==> src/rtl/lieat_wbarb_pkg.sv <==
// lieat_wbarb_pkg: shared defaults and width helpers for the EXU writeback arbiter.
package lieat_wbarb_pkg;

    localparam int XLEN_DEF       = 32;
    localparam int RGIDX_SIZE_DEF = 5;
    localparam int AGE_LIM_DEF    = 7;

    function automatic int clog2(input int n);
        int r;
        r = 0;
        for (int v = n - 1; v > 0; v = v >> 1) r++;
        return r;
    endfunction

    // Index width for a channel count; never narrower than one bit.
    function automatic int idw(input int n);
        return (n > 1) ? clog2(n) : 1;
    endfunction

endpackage

==> src/rtl/lieat_wbarb_age.sv <==
// lieat_wbarb_age: saturating starvation counter for one long writeback channel.
// Only built when LIEAT_WBARB_AGE_EN is defined.
`ifdef LIEAT_WBARB_AGE_EN
module lieat_wbarb_age
    import lieat_wbarb_pkg::*;
#(
    parameter int AGE_LIM = AGE_LIM_DEF
) (
    input  logic clk,
    input  logic rst,
    input  logic valid_i,
    input  logic grant_i,
    output logic aged_o
);

    localparam int AW = clog2(AGE_LIM + 1);

    logic [AW-1:0] age_q, age_d;

    assign aged_o = (age_q == AW'(AGE_LIM));

    always_comb begin
        age_d = (!valid_i || grant_i) ? '0 : aged_o ? age_q : age_q + 1'b1;
    end

    always_ff @(posedge clk) begin
        if (rst) age_q <= '0;
        else     age_q <= age_d;
    end

endmodule
`endif

==> src/rtl/lieat_exu_wbarb.sv <==
// lieat_exu_wbarb: single-port regfile writeback arbiter between the commit path and NLONG long channels.
// Macro LIEAT_WBARB_AGE_EN adds per-channel starvation counters and an aged priority level.
module lieat_exu_wbarb
    import lieat_wbarb_pkg::*;
#(
    parameter int NLONG      = 2,
    parameter int XLEN       = XLEN_DEF,
    parameter int RGIDX_SIZE = RGIDX_SIZE_DEF,
    parameter int AGE_LIM    = AGE_LIM_DEF
) (
    input  logic                        clk,
    input  logic                        rst,
    input  logic                        com_wbck_valid,
    output logic                        com_wbck_ready,
    input  logic [XLEN-1:0]             com_wbck_pc,
    input  logic                        com_wbck_en,
    input  logic [RGIDX_SIZE-1:0]       com_wbck_rd,
    input  logic [XLEN-1:0]             com_wbck_data,
    input  logic [NLONG-1:0]            long_wbck_valid,
    output logic [NLONG-1:0]            long_wbck_ready,
    input  logic [NLONG*XLEN-1:0]       long_wbck_pc,
    input  logic [NLONG-1:0]            long_wbck_en,
    input  logic [NLONG*RGIDX_SIZE-1:0] long_wbck_rd,
    input  logic [NLONG*XLEN-1:0]       long_wbck_data,
    input  logic [NLONG-1:0]            long_wbck_mmio,
    input  logic                        oitf_waw_dep,
    output logic                        longi_wbck,
    output logic [idw(NLONG)-1:0]       longi_wbck_id,
    output logic                        wbck_o_valid,
    output logic [XLEN-1:0]             wbck_o_pc,
    output logic                        wbck_o_en,
    output logic [RGIDX_SIZE-1:0]       wbck_o_rd,
    output logic [XLEN-1:0]             wbck_o_data,
    output logic                        wbck_o_lsu
);

    localparam int IW = idw(NLONG);

    if (NLONG < 1 || NLONG > 8 || AGE_LIM < 1 || AGE_LIM > 255) begin : g_bad_cfg
        $error("lieat_exu_wbarb: NLONG or AGE_LIM out of range");
    end

    logic             com_pend_q, com_pend_d;
    logic             any_long, com_gnt, long_any_gnt, aged_any;
    logic [NLONG-1:0] aged, long_gnt;
    logic [IW-1:0]    gid, low_id, aged_id;

`ifdef LIEAT_WBARB_AGE_EN
    for (genvar i = 0; i < NLONG; i++) begin : g_age
        lieat_wbarb_age #(.AGE_LIM(AGE_LIM)) u_age (
            .clk     (clk),
            .rst     (rst),
            .valid_i (long_wbck_valid[i]),
            .grant_i (long_gnt[i]),
            .aged_o  (aged[i])
        );
    end
`else
    assign aged = '0;
`endif

    // Downward scans so the lowest valid (or aged) index wins.
    always_comb begin
        any_long = |long_wbck_valid;
        low_id   = '0;
        aged_id  = '0;
        aged_any = 1'b0;
        for (int i = NLONG - 1; i >= 0; i--) begin
            if (long_wbck_valid[i]) low_id = IW'(i);
            if (long_wbck_valid[i] && aged[i]) begin
                aged_id  = IW'(i);
                aged_any = 1'b1;
            end
        end
        com_gnt      = !rst && (com_pend_q || (com_wbck_valid && !oitf_waw_dep && !any_long));
        long_any_gnt = !rst && !com_pend_q && any_long;
        gid          = long_any_gnt ? (aged_any ? aged_id : low_id) : '0;
        long_gnt     = '0;
        for (int i = 0; i < NLONG; i++) long_gnt[i] = long_any_gnt && (gid == IW'(i));
    end

    always_comb begin
        com_wbck_ready  = com_gnt;
        long_wbck_ready = long_gnt;
        longi_wbck      = long_any_gnt;
        longi_wbck_id   = gid;
        wbck_o_valid    = com_gnt || long_any_gnt;
        wbck_o_pc       = com_gnt ? com_wbck_pc : '0;
        wbck_o_en       = com_gnt && com_wbck_en;
        wbck_o_rd       = com_gnt ? com_wbck_rd : '0;
        wbck_o_data     = com_gnt ? com_wbck_data : '0;
        wbck_o_lsu      = 1'b0;
        for (int i = 0; i < NLONG; i++) begin
            if (long_gnt[i]) begin
                wbck_o_pc   = long_wbck_pc[i*XLEN +: XLEN];
                wbck_o_en   = long_wbck_en[i];
                wbck_o_rd   = long_wbck_rd[i*RGIDX_SIZE +: RGIDX_SIZE];
                wbck_o_data = long_wbck_data[i*XLEN +: XLEN];
                wbck_o_lsu  = long_wbck_mmio[i] && long_wbck_en[i];
            end
        end
    end

    // A hazard-free commit that loses to a long channel is owed the next slot.
    assign com_pend_d = !com_pend_q && com_wbck_valid && !oitf_waw_dep && any_long;

    always_ff @(posedge clk) begin
        if (rst) com_pend_q <= 1'b0;
        else     com_pend_q <= com_pend_d;
    end

endmodule

==> config.mk <==
export PLATFORM = sky130hd
export DESIGN_NAME = lieat_exu_wbarb
export DESIGN_NICKNAME = d
export VERILOG_FILES = /design/src/rtl/lieat_wbarb_pkg.sv /design/src/rtl/lieat_wbarb_age.sv /design/src/rtl/lieat_exu_wbarb.sv
export SDC_FILE = /design/constraint.sdc
export NUM_CORES = 1
export LEC_CHECK = 0
export BUFFER_PORTS_ARGS = -buffer_cell sky130_fd_sc_hd__buf_2
export CAP_MARGIN = 20
export CORE_AREA = 3 3 113 115
export DETAILED_ROUTE_END_ITERATION = 10
export DIE_AREA = 0 0 116 118
export MAX_ROUTING_LAYER = met4
export PLACE_DENSITY_LB_ADDON = 0.08
export SYNTH_ARGS = -nofsm -noshare
export SYNTH_HDL_FRONTEND = slang
export SYNTH_SLANG_ARGS = --single-unit
==> constraint.sdc <==
create_clock -name clk -period 1.61 [get_ports clk]
set_input_delay 0 -clock clk [delete_from_list [all_inputs] [get_ports clk]]
set_output_delay 0 -clock clk [all_outputs]
set_load 0.005 [all_outputs]
==> results of run 1 <==
==> cells in the mapped netlist <==
cell type and instances:
and3b_1 1, nand2b_1 69, dfxtp_1 1, clkbuf_1 43
nand3_1 69, o21ai_1 1, or4b_4 1, a21oi_1 69
buf_4 1, nor2b_1 69, o21ba_2 1, o21ai_0 68
nor4b_4 1, a32o_1 1, nor2_2 1, inv_1 1
a221o_1 1, and3_1 1, and2_1 2, nor2_1 69
buf_2 7, or2_2 2, buf_6 4
==> cell usage in the layout (no fill, tap or decap), drive strengths merged, types with 2 or more instances in the layout <==
| master | count |
|---|---|
| a21oi | 69 |
| and2 | 2 |
| buf | 309 |
| nand2b | 69 |
| nand3 | 69 |
| nor2 | 70 |
| nor2b | 69 |
| o21ai | 69 |
| or2 | 2 |
==> logic make-up after synthesis <==
| logic type | Yosys count | share of synthesized area [%] |
|---|---|---|
| AOI/OAI and AO/OA | 141 | 28.3 |
| buffers and inverters | 56 | 9.93 |
| DFF | 1 | 0.787 |
| and+or+nand+nor | 285 | 61.0 |
==> report_power, final <==
part	total (mW)	internal [mW]	switching (mW)
registers	0.0277	0.0264	0.00129
clock network	0.0000000830	0.0000000830	0
logic	1.01	0.528	0.479
total	1.04	0.554	0.481
==> path summary, 6_finish.rpt <==
| check | from | endpoint | slack [ps] | depth (start not counted) |
|---|---|---|---|---|
| worst min register to register | com_pend_q | com_pend_q | 880 | 3 |
| worst max-delay path | com_pend_q | wbck_o_rd[1] | 200 | 5 |
| worst min-delay path | com_wbck_valid | com_pend_q | 260 | 2 |
| worst max register to register | com_pend_q | com_pend_q | 510 | 3 |
==> through the flow <==
stage / utilization [%] / cell area [µm²] / total power, mW
floorplan: - / 2540 / 0.514
global placement: 34.7 / 4140 / 1.04
detailed placement: 34.7 / 4140 / 1.04
CTS: 34.7 / 4140 / 1.05
global route: 34.7 / 4140 / 1.15
finish: 34.7 / 4140 / 1.04
==> critical path, cell delays in order (launching register included) <==
cell,delay (ps)
dfxtp_2,320
or4b_4,570
buf_12,200
nor2_1,120
a21oi_1,60
buf_2,130
==> routing by layer <==
metal | part of all wire, % | track usage (%) | vias up
li1 | - | - | 2124
met1 | 40 | 20.8 | 1943
met2 | 51 | 34.0 | 205
met3 | 7.0 | 1.18 | 20
met4 | 2.0 | 3.26 | 0
met5 | 0 | - | -
==> cell type report <==
class	instances	area, µm²	area share [%]
diodes	1	2.50	0.0605
inverters	1	3.75	0.0907
multi-input cells	426	2280	55.1
flip-flops and latches	1	21.3	0.514
well taps	147	184	4.45
repair buffers	309	1650	39.8
==> results by group, run 1 <==
Run status
  – Run status: completed

Cells and area
  – Layout Cells excl Fill: 885
  – Layout area overhead: 62.6%
  – Top flop regs: com_pend_q (1)
  – Reg with most FFs: com_pend_q
  – Share of post-route cells with drive strength above 1: 43.0%
  – # fillers: 1365
  – Number of nets in the layout: 957
  – Max reg flops: 1

Die
  – Row count: 40
  – I/O pins: 295
  – DIE HEIGHT: 118 µm
  – Initial Util: 21.4%
  – Die Wd: 116 µm
  – Core region area: 11900 µm²
  – Total Die Area: 13700 µm²

Yosys
  – Synth cell types: 23
  – Yosys warning total: 0
  – Cells after Synth: 483
  – Ranking of synthesized cells by area: nand2b_1 17%, nor2b_1 17%, a21oi_1 14%
  – Number of synthesized register bits: 1
  – Post-synth top area share: 17.0%
  – Post-Syn Area: 2540 µm²
  – Register area share after synthesis: 0.787%
  – Leading area contributor after synthesis: nand2b_1
  – Synthesized area per cell: 5.27 µm²
  – Syn Nets: 701

Pwr
  – VDD IR-drop max: 0.0000679 V
  – Static Leakage: 2.14 nW
  – Pwr/cell area: 250 nW/µm²

STA
  – RSZ-0062 raised after global routing: no
  – # setup viols final: 0
  – Fmax: 0.707 GHz
  – Post-route setup TNS: 0 ps
  – Final Hold Viols: 0
  – WHS: 260 ps
  – Worst slew pin tran: 586 ps
  – Clk_skew: 0 ps
  – Slew margin rel.: 61.0%
  – Final period util: 87.8%
  – Fin worst setup slack: 196 ps
  – Final Max Slew Viols: 0
  – Final Critical Period: 1410 ps

Clock tree
  – Number of hold buffers added after cts: 0
  – # Post-CTS Setup Buffers: 0
  – PostCTS Resize Cnt: 0
  – CTS clk-pin slew, worst paths: 0 ps
  – Worst skew pair latency: 0 ps

Drt
  – Via count: 4292
  – Final wirelength: 13.4 mm
  – Detailed Route Iter0 Violations: 185
  – Wire per inst: 15.2 µm
  – Drt pass-1 iters: 5
  – Final ANT Viol Nets: 0
  – DR vias/cell: 4.85
  – DRC: 0

Worst setup path
  – Setup CP Type: register to output port
  – WP data required: 1610 ps
  – Crit end category: output port
  – Critical path arrival: 1410 ps
  – Critical path peak fanout: 34
  – CP Launch Type: register

Placed design
  – Cells after DPL: 884
  – Pre-CTS WS: 162 ps
  – Hpwl dp: 10.3 mm
  – Input/output buffers: 294
  – Gpl congestion: 0.833

Global route
  – Largest net degree at the start of global routing: 53
  – Gr ovfl total: 0
  – First-pass GRT wire length: 20.3 mm
  – Vias in the first global route: 4220
  – Total Routing Usage GR: 18.1%
  – Antenna violations before repair: 1

Worst hold path
  – Worst hold path type: primary input to register

Flow run
  – MaxCap Viol Count: 0
(Power assumes the default switching activity.)
==> run 2, diff against run 1 <==
--- a/config.mk
+++ b/config.mk
@@ -5,6 +5,7 @@
 export SDC_FILE = /design/constraint.sdc
 export NUM_CORES = 1
 export LEC_CHECK = 0
+export ABC_AREA = 1
 export BUFFER_PORTS_ARGS = -buffer_cell sky130_fd_sc_hd__buf_2
 export CAP_MARGIN = 20
 export CORE_AREA = 3 3 113 115
==> results by group, run 2 <==
Cells and area
  – Top flop regs: com_pend_q (1) (unchanged)
  – Final instance area: 3340 µm² (was 4140 µm²)
  – Layout area overhead: 92.3% (was 62.6%)
  – Commonest non-fill, non-tap cell in the layout: buf_2 (unchanged)
  – Reg with most FFs: com_pend_q (unchanged)
  – Share of post-route cells with drive strength above 1: 51.2% (was 43.0%)
  – Commonest non-fill, non-tap cells in the layout: 294 x buf_2, 280 x nand3_1, 7 x buf_4 (was 294 x buf_2, 69 x nor2b_1, 69 x nand2b_1, 69 x nand3_1, 69 x a21oi_1)
  – Layout Cells excl Fill: 756 (was 885)
  – Max reg flops: 1 (unchanged)
  – Final core utilization: 28.0% (was 34.7%)
  – Number of nets in the layout: 827 (was 957)

Worst hold path
  – Hold Path End: com_pend_q (unchanged)
  – Worst hold path type: primary input to register (unchanged)
  – Hold_sp: oitf_waw_dep (was com_wbck_valid)
  – Hold Path Cell Cnt: 2 (unchanged)

Drt
  – Via count: 3606 (was 4292)
  – DR vias/cell: 4.77 (was 4.85)
  – Detailed Route Iter0 Violations: 90 (was 185)
  – Drt pass-1 iters: 4 (was 5)
  – Final wirelength: 11.3 mm (was 13.4 mm)
  – Final ANT Viol Nets: 0 (unchanged)
  – Wire per inst: 14.9 µm (was 15.2 µm)
  – DRC: 0 (unchanged)

Clock tree
  – PostCTS Resize Cnt: 0 (unchanged)
  – CTS clk-pin slew, worst paths: 0 ps (about the same)
  – Worst skew pair latency: 0 ps (about the same)
  – Number of hold buffers added after cts: 0 (unchanged)
  – # Post-CTS Setup Buffers: 0 (unchanged)

Die
  – Core region area: 11900 µm² (unchanged)
  – Total Die Area: 13700 µm² (unchanged)
  – Row count: 40 (unchanged)
  – DIE HEIGHT: 118 µm (unchanged)
  – Initial Util: 14.6% (was 21.4%)
  – I/O pins: 295 (unchanged)
  – Die Wd: 116 µm (unchanged)

Yosys
  – Yosys warning total: 0 (unchanged)
  – Count leader, synth: nand3_1
  – Post-synth top area share: 80.7% (was 17.0%)
  – Synthesized area per cell: 5.02 µm² (was 5.27 µm²)
  – Async SR Flop Fraction: 0% (unchanged)
  – Number of synthesized register bits: 1 (unchanged)
  – Syn Nets: 564 (was 701)
  – Top_reg_cell synth: dfxtp_1 (unchanged)
  – Register area share after synthesis: 1.15% (was 0.787%)
  – Commonest cells post-synth: 280 x nand3_1, 25 x buf_2, 14 x buf_1 (was 69 x a21oi_1, 69 x nand2b_1, 69 x nand3_1, 69 x nor2_1, 69 x nor2b_1)
  – Post-synth EDFFs: 0 (unchanged)
  – Synth cell types: 17 (was 23)
  – Leading area contributor after synthesis: nand3_1 (was nand2b_1)
  – Post-Syn Area: 1740 µm² (was 2540 µm²)
  – Cells after Synth: 346 (was 483)
  – Ranking of synthesized cells by area: nand3_1 81%, buf_2 7.2%, buf_1 3.0% (was nand2b_1 17%, nor2b_1 17%, a21oi_1 14%)

Pwr
  – Pwr/cell area: 258 nW/µm² (was 250 nW/µm²)
  – Combinational share of power: 96.8% (was 97.3%)
  – P_int: 0.435 mW (was 0.554 mW)
  – Clock power frac: 0% (about the same)
  – Total chip power: 0.862 mW (was 1.04 mW)
  – Static Leakage: 1.92 nW (was 2.14 nW)
  – VDD IR-drop max: 0.0000686 V (was 0.0000679 V)
  – Seq pwr share: 3.2% (was 2.7%)
  – P_sw: 0.427 mW (was 0.481 mW)
  – Sw Share: 49.6% (was 46.4%)

STA
  – Worst slew pin tran: 375 ps (was 586 ps)
  – Final Hold Viols: 0 (unchanged)
  – Final period util: 76.6% (was 87.8%)
  – # setup viols final: 0 (unchanged)
  – Final Critical Period: 1230 ps (was 1410 ps)
  – Final Max Slew Viols: 0 (unchanged)
  – Clk_skew: 0 ps (unchanged)
  – Post-route setup TNS: 0 ps (unchanged)
  – Fmax: 0.811 GHz (was 0.707 GHz)
  – RSZ-0062 raised after global routing: no (unchanged)
  – Slew margin rel.: 75.0% (was 61.0%)

Placed design
  – Input/output buffers: 294 (unchanged)
  – Gpl congestion: 0.818 (was 0.833)
  – DP Area: 3330 µm² (was 4140 µm²)
  – Cells after DPL: 754 (was 884)
  – Hpwl dp: 8.81 mm (was 10.3 mm)

Global route
  – Met2 usage: 29.1% (was 34.0%)
  – First-pass GRT wire length: 16.4 mm (was 20.3 mm)
  – Met1 Track Usage GR: 15.6% (was 20.8%)
  – Antenna violations before repair: 2 (was 1)
  – Total Routing Usage GR: 14.8% (was 18.1%)
  – Vias in the first global route: 3348 (was 4220)
  – GR Layer Usage met3: 2.37% (was 1.18%)
  – Largest net degree at the start of global routing: 71 (was 53)
  – Most crowded layer after global routing: met2 (unchanged)
  – Gr ovfl total: 0 (unchanged)

Worst setup path
  – Critical path peak fanout: 61 (was 34)
  – R2R setup slack: 710 ps (was 510 ps)
  – Crit-path cells: nor2_4, buf_12, nand3_1, o22ai_1, buf_2 (was or4b_4, buf_12, nor2_1, a21oi_1, buf_2)
  – Crit path buf inv count: 2 (unchanged)
  – CP Launch Type: register (unchanged)
  – Worst path max stage delay: 310 ps (was 570 ps)
  – R2R Path End: com_pend_q (unchanged)
  – Critical path arrival: 1230 ps (was 1410 ps)
  – R2R Path Start: com_pend_q (unchanged)
  – R2R depth: 3 (unchanged)
  – Slowest CP cell: dfxtp_1 (was or4b_4)
  – Setup CP Type: register to output port (unchanged)
  – Crit end category: output port (unchanged)
  – Crit path max-delay family: buffers and inverters (was simple AND/OR/NAND/NOR gates)
  – WP data required: 1610 ps (about the same)

Flow run
  – MaxCap Viol Count: 0 (unchanged)

Run status
  – Run status: completed (unchanged)
-- run 2: cell count changes after synthesis, moves of 4 or more --
cell | before | now
clkbuf_1 | 43 | 3
nor2b_1 | 69 | 0
buf_6 | 4 | 0
buf_2 | 7 | 25
o21ai_0 | 68 | 0
nor2_1 | 69 | 3
nand3_1 | 69 | 280
buf_1 | 0 | 14
inv_1 | 1 | 5
nand2b_1 | 69 | 0
a21oi_1 | 69 | 1
-- run 2: worst register-to-register path, cell delays in order (launching register included) --
cell and delay, ps:
dfxtp_1 310, nor2_4 200, o21ai_1 170, nor3_1 140
-- run 2: worst max path at each step --
stage | start | endpoint | slack, ps | cells after the start
detailed placement | com_pend_q | wbck_o_lsu | 380 | 5
CTS | com_pend_q | wbck_o_lsu | 380 | 5
global route | com_pend_q | wbck_o_lsu | 270 | 5
global placement | com_pend_q | wbck_o_lsu | 370 | 5
floorplan | com_pend_q | long_wbck_ready[1] | 520 | 5
finish | com_pend_q | wbck_o_lsu | 380 | 5
-- run 2: layout make-up --
type,instances,area (µm²)
Antenna cell,2,5.00
Fill cell,1392,8570
Inverter,7,26.3
Multi-Input combinational cell,293,1480
Sequential cell,1,20.0
Tap cell,147,184
Timing Repair Buffer,306,1620
-- run 2: cells by family after synthesis --
| logic type | after synthesis | synth area share [%] |
|---|---|---|
| flops | 1 | 1.15 |
| compound gates | 4 | 1.30 |
| buf+inv | 52 | 13.7 |
| simple gates | 289 | 83.8 |
-- run 2: per-layer routing --
layer  routed length [µm]  vias to the layer above
met2                 5960                      178
met1                 4170                     1614
met4                   97                        0
met5                    0                        -
met3                 1040                        8
li1                     -                     1806
-- run 2: per-stage QoR --
stage | hold WS [ps] | setup WS [ps]
floorplan | 27.6 | 519
CTS | 199 | 378
detailed placement | 198 | 381
global placement | 191 | 366
finish | 196 | 377
global route | 215 | 266
-- run 2: power groups by stage --
stage / combinational, mW / sequential (mW) / clock (mW)
6_report: 0.835 / 0.0272 / 0.00000174
5_1_grt: 0.921 / 0.0273 / 0.0000000832
4_1_cts: 0.842 / 0.0272 / 0
3_5_place_dp: 0.839 / 0.0272 / 0
3_3_place_gp: 0.837 / 0.0271 / 0
2_1_floorplan: 0.350 / 0.0270 / 0
